==> src/rtl/adam_lspa_apb_demux.sv <==
// ---------------------------------------------------------------------------
// adam_lspa_apb_demux
//
// APB target that accepts one upstream transfer and forwards it to one of
// NO_SLOTS downstream peripheral slots of an LSP window. The slot comes from
// the address: slot i covers [MMAP_START + i*MMAP_INC, MMAP_START + (i+1)*MMAP_INC).
// Addresses outside the window, and downstream transfers that stay unready for
// TIMEOUT access cycles, are answered with an error response.
//
// Ports
//   clk, rst_n                 clock, asynchronous active-low reset
//   s_psel .. s_pstrb          upstream APB request (from the fabric bridge)
//   s_prdata/s_pready/s_pslverr upstream response, one-cycle pulse
//   m_psel[NO_SLOTS]           one-hot downstream select
//   m_penable .. m_pstrb       downstream request, shared by all slots;
//                              m_paddr carries the offset within the slot
//   m_prdata/m_pready/m_pslverr per-slot downstream response buses
//
// Every output is a flop. A zero-wait slot answers upstream three cycles after
// the SETUP cycle; a decode miss answers one cycle after it.
// ---------------------------------------------------------------------------
module adam_lspa_apb_demux #(
  parameter int unsigned           ADDR_WIDTH = 32,
  parameter int unsigned           DATA_WIDTH = 32,
  parameter int unsigned           NO_SLOTS   = 4,
  parameter logic [ADDR_WIDTH-1:0] MMAP_START = 'h0001_0000,
  parameter logic [ADDR_WIDTH-1:0] MMAP_INC   = 'h0000_0400,
  parameter int unsigned           TIMEOUT    = 255
) (
  input  logic                           clk,
  input  logic                           rst_n,
  input  logic                           s_psel,
  input  logic                           s_penable,
  input  logic                           s_pwrite,
  input  logic [ADDR_WIDTH-1:0]          s_paddr,
  input  logic [DATA_WIDTH-1:0]          s_pwdata,
  input  logic [DATA_WIDTH/8-1:0]        s_pstrb,
  output logic [DATA_WIDTH-1:0]          s_prdata,
  output logic                           s_pready,
  output logic                           s_pslverr,
  output logic [NO_SLOTS-1:0]            m_psel,
  output logic                           m_penable,
  output logic                           m_pwrite,
  output logic [ADDR_WIDTH-1:0]          m_paddr,
  output logic [DATA_WIDTH-1:0]          m_pwdata,
  output logic [DATA_WIDTH/8-1:0]        m_pstrb,
  input  logic [NO_SLOTS*DATA_WIDTH-1:0] m_prdata,
  input  logic [NO_SLOTS-1:0]            m_pready,
  input  logic [NO_SLOTS-1:0]            m_pslverr
);

  localparam int unsigned STRB_W   = DATA_WIDTH / 8;
  localparam int unsigned SLOT_W   = (NO_SLOTS > 1) ? $clog2(NO_SLOTS) : 1;
  localparam int unsigned INC_LOG2 = $clog2(MMAP_INC);

  // Decode arithmetic carries one extra bit so a window ending exactly at
  // 2^ADDR_WIDTH does not wrap to zero.
  typedef logic [ADDR_WIDTH:0]   addr_x_t;
  typedef logic [SLOT_W-1:0]     slot_t;
  typedef logic [NO_SLOTS-1:0]   sel_t;

  localparam addr_x_t               START_X   = {1'b0, MMAP_START};
  localparam addr_x_t               SPAN_X    = addr_x_t'(NO_SLOTS) * {1'b0, MMAP_INC};
  localparam logic [ADDR_WIDTH-1:0] OFFS_MASK = MMAP_INC - 1'b1;
  localparam logic [15:0]           TO_LAST   = 16'(TIMEOUT - 1);

  typedef enum logic [1:0] {
    S_IDLE,
    S_DSETUP,
    S_DACCESS,
    S_RESP
  } state_t;

  state_t                  state_q,     state_d;
  logic [15:0]             cnt_q,       cnt_d;
  slot_t                   slot_q,      slot_d;
  sel_t                    m_psel_q,    m_psel_d;
  logic                    m_penable_q, m_penable_d;
  logic                    m_pwrite_q,  m_pwrite_d;
  logic [ADDR_WIDTH-1:0]   m_paddr_q,   m_paddr_d;
  logic [DATA_WIDTH-1:0]   m_pwdata_q,  m_pwdata_d;
  logic [STRB_W-1:0]       m_pstrb_q,   m_pstrb_d;
  logic [DATA_WIDTH-1:0]   s_prdata_q,  s_prdata_d;
  logic                    s_pready_q,  s_pready_d;
  logic                    s_pslverr_q, s_pslverr_d;

  // Address decode of the live upstream request.
  addr_x_t off_x;
  logic    hit;
  slot_t   slot_dec;

  assign off_x    = {1'b0, s_paddr} - START_X;
  assign hit      = ({1'b0, s_paddr} >= START_X) && (off_x < SPAN_X);
  assign slot_dec = slot_t'(off_x >> INC_LOG2);

  // Response of the latched slot only; every other slot's bus is ignored.
  logic                  sel_ready;
  logic                  sel_err;
  logic [DATA_WIDTH-1:0] sel_rdata;

  assign sel_ready = m_pready[slot_q];
  assign sel_err   = m_pslverr[slot_q];
  assign sel_rdata = m_prdata[slot_q*DATA_WIDTH +: DATA_WIDTH];

  always_comb begin
    state_d     = state_q;
    cnt_d       = cnt_q;
    slot_d      = slot_q;
    m_psel_d    = m_psel_q;
    m_penable_d = m_penable_q;
    m_pwrite_d  = m_pwrite_q;
    m_paddr_d   = m_paddr_q;
    m_pwdata_d  = m_pwdata_q;
    m_pstrb_d   = m_pstrb_q;
    // Upstream response is a single-cycle pulse, zero otherwise.
    s_prdata_d  = '0;
    s_pready_d  = 1'b0;
    s_pslverr_d = 1'b0;

    case (state_q)
      S_IDLE: begin
        if (s_psel && !s_penable) begin
          m_pwrite_d = s_pwrite;
          m_paddr_d  = s_paddr & OFFS_MASK;
          m_pwdata_d = s_pwdata;
          m_pstrb_d  = s_pstrb;
          slot_d     = slot_dec;
          cnt_d      = '0;
          if (hit) begin
            m_psel_d    = sel_t'(1) << slot_dec;
            m_penable_d = 1'b0;
            state_d     = S_DSETUP;
          end else begin
            s_pready_d  = 1'b1;
            s_pslverr_d = 1'b1;
            state_d     = S_RESP;
          end
        end
      end

      S_DSETUP: begin
        m_penable_d = 1'b1;
        state_d     = S_DACCESS;
      end

      S_DACCESS: begin
        if (sel_ready) begin
          m_psel_d    = '0;
          m_penable_d = 1'b0;
          s_pready_d  = 1'b1;
          s_prdata_d  = sel_rdata;
          s_pslverr_d = sel_err;
          state_d     = S_RESP;
        end else begin
          cnt_d = cnt_q + 16'd1;
          // Last allowed unready cycle: abort with an error, no read data.
          if (cnt_q == TO_LAST) begin
            m_psel_d    = '0;
            m_penable_d = 1'b0;
            s_pready_d  = 1'b1;
            s_pslverr_d = 1'b1;
            state_d     = S_RESP;
          end
        end
      end

      S_RESP: begin
        cnt_d   = '0;
        state_d = S_IDLE;
      end

      default: begin
        state_d = S_IDLE;
      end
    endcase
  end

  always_ff @(posedge clk or negedge rst_n) begin
    if (!rst_n) begin
      state_q     <= S_IDLE;
      cnt_q       <= '0;
      slot_q      <= '0;
      m_psel_q    <= '0;
      m_penable_q <= 1'b0;
      m_pwrite_q  <= 1'b0;
      m_paddr_q   <= '0;
      m_pwdata_q  <= '0;
      m_pstrb_q   <= '0;
      s_prdata_q  <= '0;
      s_pready_q  <= 1'b0;
      s_pslverr_q <= 1'b0;
    end else begin
      state_q     <= state_d;
      cnt_q       <= cnt_d;
      slot_q      <= slot_d;
      m_psel_q    <= m_psel_d;
      m_penable_q <= m_penable_d;
      m_pwrite_q  <= m_pwrite_d;
      m_paddr_q   <= m_paddr_d;
      m_pwdata_q  <= m_pwdata_d;
      m_pstrb_q   <= m_pstrb_d;
      s_prdata_q  <= s_prdata_d;
      s_pready_q  <= s_pready_d;
      s_pslverr_q <= s_pslverr_d;
    end
  end

  assign s_prdata  = s_prdata_q;
  assign s_pready  = s_pready_q;
  assign s_pslverr = s_pslverr_q;
  assign m_psel    = m_psel_q;
  assign m_penable = m_penable_q;
  assign m_pwrite  = m_pwrite_q;
  assign m_paddr   = m_paddr_q;
  assign m_pwdata  = m_pwdata_q;
  assign m_pstrb   = m_pstrb_q;

endmodule

==> config.mk <==
export PLATFORM = sky130hd
export DESIGN_NAME = adam_lspa_apb_demux
export DESIGN_NICKNAME = d
export VERILOG_FILES = /design/src/rtl/adam_lspa_apb_demux.sv
export SDC_FILE = /design/constraint.sdc
export NUM_CORES = 1
export LEC_CHECK = 0
export ABC_AREA = 1
export BUFFER_PORTS_ARGS = -buffer_cell sky130_fd_sc_hd__buf_4
export CORE_AREA = 4 4 122 124
export CTS_BUF_LIST = sky130_fd_sc_hd__clkbuf_4 sky130_fd_sc_hd__clkbuf_8
export DETAILED_ROUTE_END_ITERATION = 16
export DIE_AREA = 0 0 126 128
export GPL_TIMING_DRIVEN = 0
export PLACE_DENSITY = 0.76
export RECOVER_POWER = 25
export SETUP_SLACK_MARGIN = 0.15
export SLEW_MARGIN = 30
export SYNTH_ARGS = -nofsm -noshare
export SYNTH_HDL_FRONTEND = slang
export SYNTH_SLANG_ARGS = --single-unit
==> constraint.sdc <==
create_clock -name clk -period 3.7 [get_ports clk]
set_clock_uncertainty 0.2 [all_clocks]
set_input_delay 0.74 -clock clk [delete_from_list [all_inputs] [get_ports clk]]
set_output_delay 0.74 -clock clk [all_outputs]
set_load 0.03 [all_outputs]
==> results of run 1 <==
## cells by family after synthesis
group           count (synthesis)  synth area share (%)
compound gates                130                  11.6
xor+xnor                        8                  1.22
fa+ha+maj                       7                  1.53
buf+inv                        96                  7.86
flops                         106                  46.3
mux                            47                  9.24
other cells                     1                0.0654
simple gates                  298                  22.2
## cell usage after synthesis, drive strengths merged
cell type and instances:
nor2 175, dfrtp 106, nand2 86, o21ai 78, a21oi 47, mux2 47, inv 43, buf 35
nand3 19, clkbuf 18, nor3 9, ha 7, xnor2 4, xor2 4, and2 2, and3 2
nand4 2, nor4 2, o21bai 2, o22ai 2, a22oi 1, conb 1, nor3b 1
## worst max-delay path: stages (launching register included)
cell,delay [ns]
dfrtp_1,0.41
inv_1,0.11
ha_1,0.16
buf_4,0.17
inv_1,0.08
a21oi_1,0.24
nand2_4,0.11
inv_2,0.11
nand3_2,0.13
nor3_2,0.18
nand2_1,0.07
and3_1,0.18
## worst paths after layout
kind | start | end
min in group clk | m_psel[3] | m_psel[3]
hold / removal | rst_n | m_pwdata[10]
setup / recovery | state_q[0] | cnt_q[13]
hold reg to reg | m_psel[3] | m_psel[3]
setup reg to reg | state_q[0] | cnt_q[13]
max in group asynchronous | rst_n | cnt_q[15]
## power groups by stage
stage          Sequential, W  Combinational [W]  Clock [W]
3_5_place_dp         0.00182            0.00372          0
5_1_grt              0.00185            0.00399   0.000825
4_1_cts              0.00180            0.00372   0.000787
6_report             0.00180            0.00369   0.000766
2_1_floorplan        0.00264            0.00151          0
3_3_place_gp         0.00180            0.00366          0
## final cells by class
type | instances | area [sq um] | share of cell area, %
clock inverters | 5 | 60.1 | 0.710
inverters | 43 | 161 | 1.91
well taps | 180 | 225 | 2.66
clock buffers | 11 | 151 | 1.79
plain buffers | 53 | 289 | 3.42
repair buffers | 294 | 2210 | 26.2
flip-flops and latches | 106 | 2650 | 31.4
multi-input cells | 512 | 2710 | 32.0
## registers in the layout, indices dropped and copies added (netlist names), 2 cells and up
| register | cells |
|---|---|
| cnt_q | 16 |
| m_paddr | 10 |
| m_psel | 4 |
| m_pstrb | 4 |
| m_pwdata | 32 |
| s_prdata | 32 |
| slot_q | 2 |
| state_q | 2 |
## metrics by stage
stage	total power [W]	std cells
3_5_place_dp	0.00554	1188
3_3_place_gp	0.00546	1188
2_1_floorplan	0.00414	714
5_1_grt	0.00666	1204
6_report	0.00625	1204
4_1_cts	0.00631	1204
## per-layer routing
layer	vias up	track usage, %	wire length [um]
li1	2851	-	-
met1	2642	25.9	6950
met2	199	40.9	10200
met3	31	5.50	1120
met4	0	7.19	476
met5	-	0	0
==> impl_metrics.ini, run 1 <==
[cells_and_area]
n_antenna_cell = 0
final_cell_mix = buf_4 (316), nor2_1 (167), dfrtp_1 (106)
postLayoutCellArea_sq_um = 8460
fin_nets = 1235
final_util_pct = 61.4
mostFrequentLayoutCell = buf_4
nFillCells = 1272
syn2layout_area_growth_pct = 47.6
drive_gt1_share_pct = 40.4

[timing]
max-slew-margin-rel_pct = 42.4
rsz0062_at_grt = no
fmax_ghz = 0.441
finalSetupTns_ns = 0
hold_viol_final = 0
drv_slew = 0
min_period_ns = 2.27
tightestPinTransition_ns = 0.864
setup_ws_ns = 1.43
hold_slack_ns = 0.226
setup_viol = 0
period_share_pct = 61.3

[pwr]
p_leak_nw = 4.34
p_per_area_nw_per_um2 = 739
netSwitchingPower_w = 0.00294
power_frac_seq_pct = 28.7
pwr-share-comb_pct = 59.0
power_frac_clock_pct = 12.3
p_int_w = 0.00331
switching_share_pct = 47.0
ir_worst_vdd_v = 0.000371

[yosys]
ys_top_cells_by_area = dfrtp_1 (46%), nor2_1 (11%), mux2_2 (9.2%), o21ai_0 (5.9%), nand2_1 (5.1%)
synthCells = 693
ys_warn_count = 0
yosys.area.top_type = dfrtp_1
synth.distinct_cells = 34
yosysTopAreaCellShare_pct = 46.3
syn_avg_cell_area_sq_um = 8.27
synth.ff_latch_count = 106
synthesis.area_sq_um = 5730
synth.yosys.seq_area_share_pct = 46.3

[critical_path]
startpoint_type = flip-flop
worstPathArrival_ns = 2.33
path_max_fanout = 10
reg2reg_slack_ns = 1.43
cp-end-kind = flip-flop
crit_type = flip-flop to flip-flop
r2r_cells = 11
required_ns = 3.77

[floorplan]
die_w_um = 126
core_sq_um = 13800
die-area_sq_um = 16100
ios = 317
die_h_um = 128
start_util_pct = 41.6
rows = 43

[place]
place_area_sq_um = 8250
place_ws_ns = 1.07
port-buffer-count = 294
gp_congestion = 0.869
dpl.hpwl_um = 15000

[global_route]
first_global_vias = 5704
grt_start_max_net_pins = 107
grt_overflow = 0
grt_usage_pct = 22.4
antenna_found_initial = 0
grt_pass1_wl_um = 28900

[run_status]
status = complete, no violations

[clock_network]
hold_buffers = 0
cts.repair.resized = 0
clk_latency_ns = 0.38
cts_buffer_depth = 2
cts-root-buf = clkbuf_8
cts_tree = yes
cts.sink_count = 106
cts_setup_buffers = 0
numCtsBuffers = 9
htree_levels = 3
clk_pin_slew_ns = 0.10

[worst_hold_path]
hp-class = input port to asynchronous set/reset pin

[run]
cap_viol_max_count = 0

[route]
drc = 0
vias = 5723
drtPass1Iterations = 5
avgRoutedWirePerCell_um = 15.5
drt_iter0_markers = 285
drt.antenna.violating_nets = 0
routed_wl_um = 18700
viasPerCell = 4.75
(Power assumes the default switching activity.)
==> inputs of run 2 (changes only) <==
--- a/config.mk
+++ b/config.mk
@@ -7,12 +7,12 @@
 export LEC_CHECK = 0
 export ABC_AREA = 1
 export BUFFER_PORTS_ARGS = -buffer_cell sky130_fd_sc_hd__buf_4
-export CORE_AREA = 4 4 122 124
+export CORE_MARGIN = 4
+export CORE_UTILIZATION = 42
 export CTS_BUF_LIST = sky130_fd_sc_hd__clkbuf_4 sky130_fd_sc_hd__clkbuf_8
 export DETAILED_ROUTE_END_ITERATION = 16
-export DIE_AREA = 0 0 126 128
 export GPL_TIMING_DRIVEN = 0
-export PLACE_DENSITY = 0.76
+export PLACE_DENSITY = 0.79
 export RECOVER_POWER = 25
 export SETUP_SLACK_MARGIN = 0.15
 export SLEW_MARGIN = 30
==> constraint.sdc (replaced) <==
create_clock -name clk -period 1.83 [get_ports clk]
set_clock_uncertainty 0.2 [all_clocks]
set_input_delay 0.366 -clock clk [delete_from_list [all_inputs] [get_ports clk]]
set_output_delay 0.366 -clock clk [all_outputs]
set_load 0.03 [all_outputs]
==> run 2 against run 1 <==
  * The flow now finishes with violations (negative setup slack)
  * Worst setup slack worse by 1.6 ns
  * Non-clock buffer count grew 59
  * Worst hold slack worse by 0.21 ns
  * Core utilization increased by 12 points
  * Sequential cell count unchanged
  * First-iteration DRC count is 14% higher
==> impl_metrics.ini, run 2 (synthesis gave the netlist of run 1 again) <==
[pwr]
power_frac_clock_pct = 9.9
p_leak_nw = 4.85
ir_worst_vdd_v = 0.000689
power_frac_seq_pct = 25.3
switching_share_pct = 48.2
p_int_w = 0.00761
pwr-share-comb_pct = 64.9
p_per_area_nw_per_um2 = 1510
p_total_w = 0.0147
netSwitchingPower_w = 0.00707

[timing]
period_share_pct = 110
max-slew-margin-rel_pct = 34.1
setup_ws_ns = -0.186
finalSetupTns_ns = -2.22
drv_slew = 0
rsz0062_at_grt = yes
min_period_ns = 2.02
setup_viol = 33
hold_viol_final = 0
fmax_ghz = 0.496
tightestPinTransition_ns = 0.988

[critical_path]
crit_chain = inv_2 -> ha_4 -> buf_8 -> inv_6 -> a21oi_4 -> nand2_4 -> buf_4 -> nor2_4 -> inv_4 -> o21ai_1 -> a21oi_1
slowest_delay_ns = 0.42
required_ns = 1.89
startpoint_type = flip-flop
critPathSlowestCell = dfrtp_1
cp-end-kind = flip-flop
crit_type = flip-flop to flip-flop
path_max_fanout = 9
worstPathArrival_ns = 2.07

[clock_network]
htree_levels = 3
cts-root-buf = clkbuf_8
cts.sink_count = 106
cts_buffer_depth = 2
numCtsBuffers = 9
cts_tree = yes
clk_pin_slew_ns = 0.12
clk_latency_ns = 0.38

[place]
place_ws_ns = -0.291
place_area_sq_um = 8390
gp_congestion = 0.918
port-buffer-count = 294
dpl.hpwl_um = 14600

[floorplan]
die-area_sq_um = 15600
start_util_pct = 43.1
die_w_um = 125
ios = 317
core_sq_um = 13300
die_h_um = 125
rows = 42

[route]
viasPerCell = 4.98
drc = 0
routed_wl_um = 21600
drtPass1Iterations = 5
vias = 6271
drt_iter0_markers = 326
drt.antenna.violating_nets = 0
avgRoutedWirePerCell_um = 17.2

[global_route]
grt_pass1_wl_um = 31200
first_global_vias = 6035
antenna_found_initial = 0
grt_overflow = 0
grt_usage_pct = 24.8
grt_start_max_net_pins = 107

[run_status]
violations = negative setup slack
status = finished, violations left

[worst_hold_path]
hp-class = input port to flip-flop

[cells_and_area]
syn2layout_area_growth_pct = 69.4
mostFrequentLayoutCell = buf_4
final_util_pct = 73.0
n_antenna_cell = 0
fin_nets = 1295
final_cell_mix = buf_4 (308), nor2_1 (156), dfrtp_1 (104)
drive_gt1_share_pct = 47.7
postLayoutCellArea_sq_um = 9710

[run]
cap_viol_max_count = 0
-- run 2: layout make-up --
type / count / area [sq um]
Sequential cell: 106 / 2660
Clock inverter: 7 / 71.3
Buffer: 53 / 475
Fill cell: 984 / 3590
Timing Repair Buffer: 353 / 2700
Multi-Input combinational cell: 513 / 3270
Inverter: 43 / 189
Clock buffer: 9 / 124
Tap cell: 176 / 220
-- run 2: critical path: cells and delay by family, from the launching register on --
kind                       cells  cell delay [ns]
adders and majority gates      1             0.14
DFF                            1             0.42
and+or+nand+nor                2             0.28
AOI/OAI and AO/OA              3             0.35
buffers and inverters          5             0.51
-- run 2: metrics by stage --
step / instances / hold slack (ns)
global route: 1260 / -0.000924
detailed placement: 1184 / 0.265
global placement: 1184 / 0.264
floorplan: 714 / -0.130
finish: 1260 / 0.0134
CTS: 1240 / 0.000628
-- run 2: repair_timing --
item	4_1_cts	5_1_grt
pin swaps	18	13
setup endpoints to repair	105	105
gates cloned	1	5
setup buffers	19	8
hold buffers	20	7
gates resized for setup	132	43
hold endpoints to repair	125	7
-- run 2: final timing paths --
| path | from | endpoint | slack (ns) | cells past startpoint |
|---|---|---|---|---|
| setup / recovery | state_q[0] | cnt_q[6] | -0.19 | 11 |
| hold / removal | s_pwdata[21] | m_pwdata[21] | 0.01 | 2 |
| setup reg to reg | state_q[0] | cnt_q[6] | -0.19 | 11 |
| hold reg to reg | m_psel[0] | m_psel[0] | 0.30 | 2 |
| max in group asynchronous | rst_n | state_q[1] | 0.25 | 2 |
| min in group asynchronous | rst_n | m_paddr[1] | 0.48 | 2 |
-- run 2: power groups by stage --
stage | logic, W | clock network [W] | registers [W]
after global routing | 0.0101 | 0.00156 | 0.00380
after detailed placement | 0.00766 | 0 | 0.00371
after floorplan | 0.00321 | 0 | 0.00535
after global placement | 0.00755 | 0 | 0.00366
final | 0.00953 | 0.00145 | 0.00371
after CTS | 0.00902 | 0.00147 | 0.00367
-- run 2: metal layers --
metal  global-route usage [%]  vias to the layer above  routed length (um)
met2                     45.4                      282               11600
li1                         -                     2987                   -
met3                     6.13                       51                1580
met4                     9.80                        0                 813
met1                     27.5                     2951                7630
met5                        0                        -                   0
==> inputs of run 3 (changes only) <==
--- a/config.mk
+++ b/config.mk
@@ -6,13 +6,13 @@
 export NUM_CORES = 1
 export LEC_CHECK = 0
 export ABC_AREA = 1
+export ABC_CLOCK_PERIOD_IN_PS = 1830
 export BUFFER_PORTS_ARGS = -buffer_cell sky130_fd_sc_hd__buf_4
 export CORE_MARGIN = 4
-export CORE_UTILIZATION = 42
-export CTS_BUF_LIST = sky130_fd_sc_hd__clkbuf_4 sky130_fd_sc_hd__clkbuf_8
+export CORE_UTILIZATION = 41
 export DETAILED_ROUTE_END_ITERATION = 16
 export GPL_TIMING_DRIVEN = 0
-export PLACE_DENSITY = 0.79
+export PLACE_DENSITY = 0.78
 export RECOVER_POWER = 25
 export SETUP_SLACK_MARGIN = 0.15
 export SLEW_MARGIN = 30
==> run 3 against run 2 <==
  * The flow still finishes with violations (negative setup slack)
  * Fmax rose by 1.8%
  * Sequential cell count did not move
  * Core utilization fell by 3.2 points
  * Total power rose by 0.15%
  * Via count fell by 3.5%
  * Non-clock buffer count fell by 23
  * Count of clock-buffer cells in the layout did not move
  * Combinational power fell by 4.2%
  * Cell area fell by 3.3%
  * Largest cell class unchanged
  * Highest routed layer unchanged
==> impl_metrics.ini, run 3 (synthesis gave the netlist of run 1 again) <==
[run_status]
status = finished, violations left
violations = negative setup slack

[floorplan]
die_w_um = 126
core_sq_um = 13500
die-area_sq_um = 15900
rows = 42
die_h_um = 126
ios = 317
start_util_pct = 42.6

[clock_network]
cts-root-buf = clkbuf_16
numCtsBuffers = 9
clk_pin_slew_ns = 0.08
cts_tree = yes
cts.sink_count = 106
clk_latency_ns = 0.35
htree_levels = 3
cts_buffer_depth = 2

[pwr]
ir_worst_vdd_v = 0.000757
p_int_w = 0.00770
p_leak_nw = 4.58
netSwitchingPower_w = 0.00701
switching_share_pct = 47.6
p_per_area_nw_per_um2 = 1570
pwr-share-comb_pct = 62.1
power_frac_clock_pct = 13.0
power_frac_seq_pct = 24.9

[timing]
rsz0062_at_grt = yes
period_share_pct = 108
fmax_ghz = 0.505
drv_slew = 0
finalSetupTns_ns = -1.12
setup_ws_ns = -0.150
tightestPinTransition_ns = 0.790
setup_viol = 19
hold_slack_ns = 0.0448
max-slew-margin-rel_pct = 47.3
hold_viol_final = 0
min_period_ns = 1.98

[cells_and_area]
drive_gt1_share_pct = 46.2
final_util_pct = 69.8
postLayoutCellArea_sq_um = 9390
n_antenna_cell = 0
mostFrequentLayoutCell = buf_4
final_cell_mix = buf_4 (276), nor2_1 (154), dfrtp_1 (104)
fin_nets = 1273
syn2layout_area_growth_pct = 63.9
layout.cells.non_filler = 1238

[critical_path]
worstPathArrival_ns = 2.02
r2r-end = cnt_q[13]
r2r_start = state_q[0]
cp-end-kind = flip-flop
reg2reg_slack_ns = -0.15
path_max_fanout = 5
required_ns = 1.87
r2r_cells = 11
startpoint_type = flip-flop
crit_type = flip-flop to flip-flop

[route]
viasPerCell = 4.89
drt.antenna.violating_nets = 0
drt_iter0_markers = 367
drc = 0
drtPass1Iterations = 5
avgRoutedWirePerCell_um = 16.7
routed_wl_um = 20700
vias = 6049

[place]
gp_congestion = 0.912
place_area_sq_um = 8390
dpl.hpwl_um = 14900
placedCellCount = 1184
port-buffer-count = 294

[worst_hold_path]
hold_end = m_pwdata[14]
min_path_cells = 2
hp-class = input port to flip-flop
hp-start = s_pwdata[14]

[global_route]
grt_usage_pct = 24.1
antenna_found_initial = 0
first_global_vias = 6022
grt_pass1_wl_um = 31000
grt_overflow = 0
grt_start_max_net_pins = 107

[run]
cap_viol_max_count = 0
## run 3: cell types whose count changed in the layout (fill, tap and decap cells not counted), moves of 21 or more
cell,change
o21ai_1,+21
o21ai_0,-26
buf_4,-32
clkbuf_1,+34
dlygate4sd3_1,-26
## run 3: cell type report
cell class	instances	area [sq um]
multi-input cells	514	3260
clock inverters	7	68.8
repair buffers	330	2300
plain buffers	53	469
fillers	1105	4060
clock buffers	9	225
inverters	43	194
flip-flops and latches	106	2660
well taps	176	220
## run 3: what timing repair did
item / in CTS / in global routing
hold buffers: 1 / 0
buffers inserted: 21 / 11
gates cloned: 1 / 4
gates resized for setup: 108 / 99
hold endpoints to repair: 25 / 0
pin swaps: 20 / 12
setup endpoints to repair: 106 / 105
## run 3: power by group through the flow
stage                     registers (W)  clock network, W  logic (W)
after floorplan                 0.00535                 0    0.00321
after global placement          0.00366                 0    0.00757
after detailed placement        0.00371                 0    0.00767
after CTS                       0.00368           0.00195    0.00879
after global routing            0.00377           0.00203    0.00976
final                           0.00367           0.00191    0.00913
## run 3: metal layers
layer	vias to the layer above	wire length (um)	part of all wire, %	GRT usage [%]
li1	2940	-	-	-
met1	2803	7680	37	28.3
met2	267	11000	53	43.7
met3	39	1460	7.1	5.59
met4	0	602	2.9	7.38
met5	-	0	0	0
## run 3: metrics by stage
step / power (W) / worst slack (ns)
3_3_place_gp: 0.0112 / -0.301
6_report: 0.0147 / -0.150
3_5_place_dp: 0.0114 / -0.342
4_1_cts: 0.0144 / -0.0730
2_1_floorplan: 0.00855 / -0.0323
5_1_grt: 0.0155 / -0.249
## run 3: worst max path at each step
stage / startpoint / endpoint / slack [ns] / depth (start not counted)
CTS: state_q[0] / cnt_q[12] / -0.07 / 12
finish: state_q[0] / cnt_q[13] / -0.15 / 11
floorplan: state_q[0] / cnt_q[13] / -0.03 / 11
global route: cnt_q[1] / cnt_q[15] / -0.25 / 10
global placement: slot_q[1] / cnt_q[13] / -0.30 / 10
detailed placement: slot_q[1] / cnt_q[12] / -0.34 / 11
## run 3: critical path, stage by stage (launching register included)
cell and delay, ns:
dfrtp_1 0.40, inv_2 0.12, ha_4 0.15, buf_8 0.11, inv_6 0.03, a21oi_4 0.14, nand2_4 0.10, clkinv_4 0.08
nand3_4 0.09, nor3_4 0.20, nand2_1 0.06, and3_1 0.18
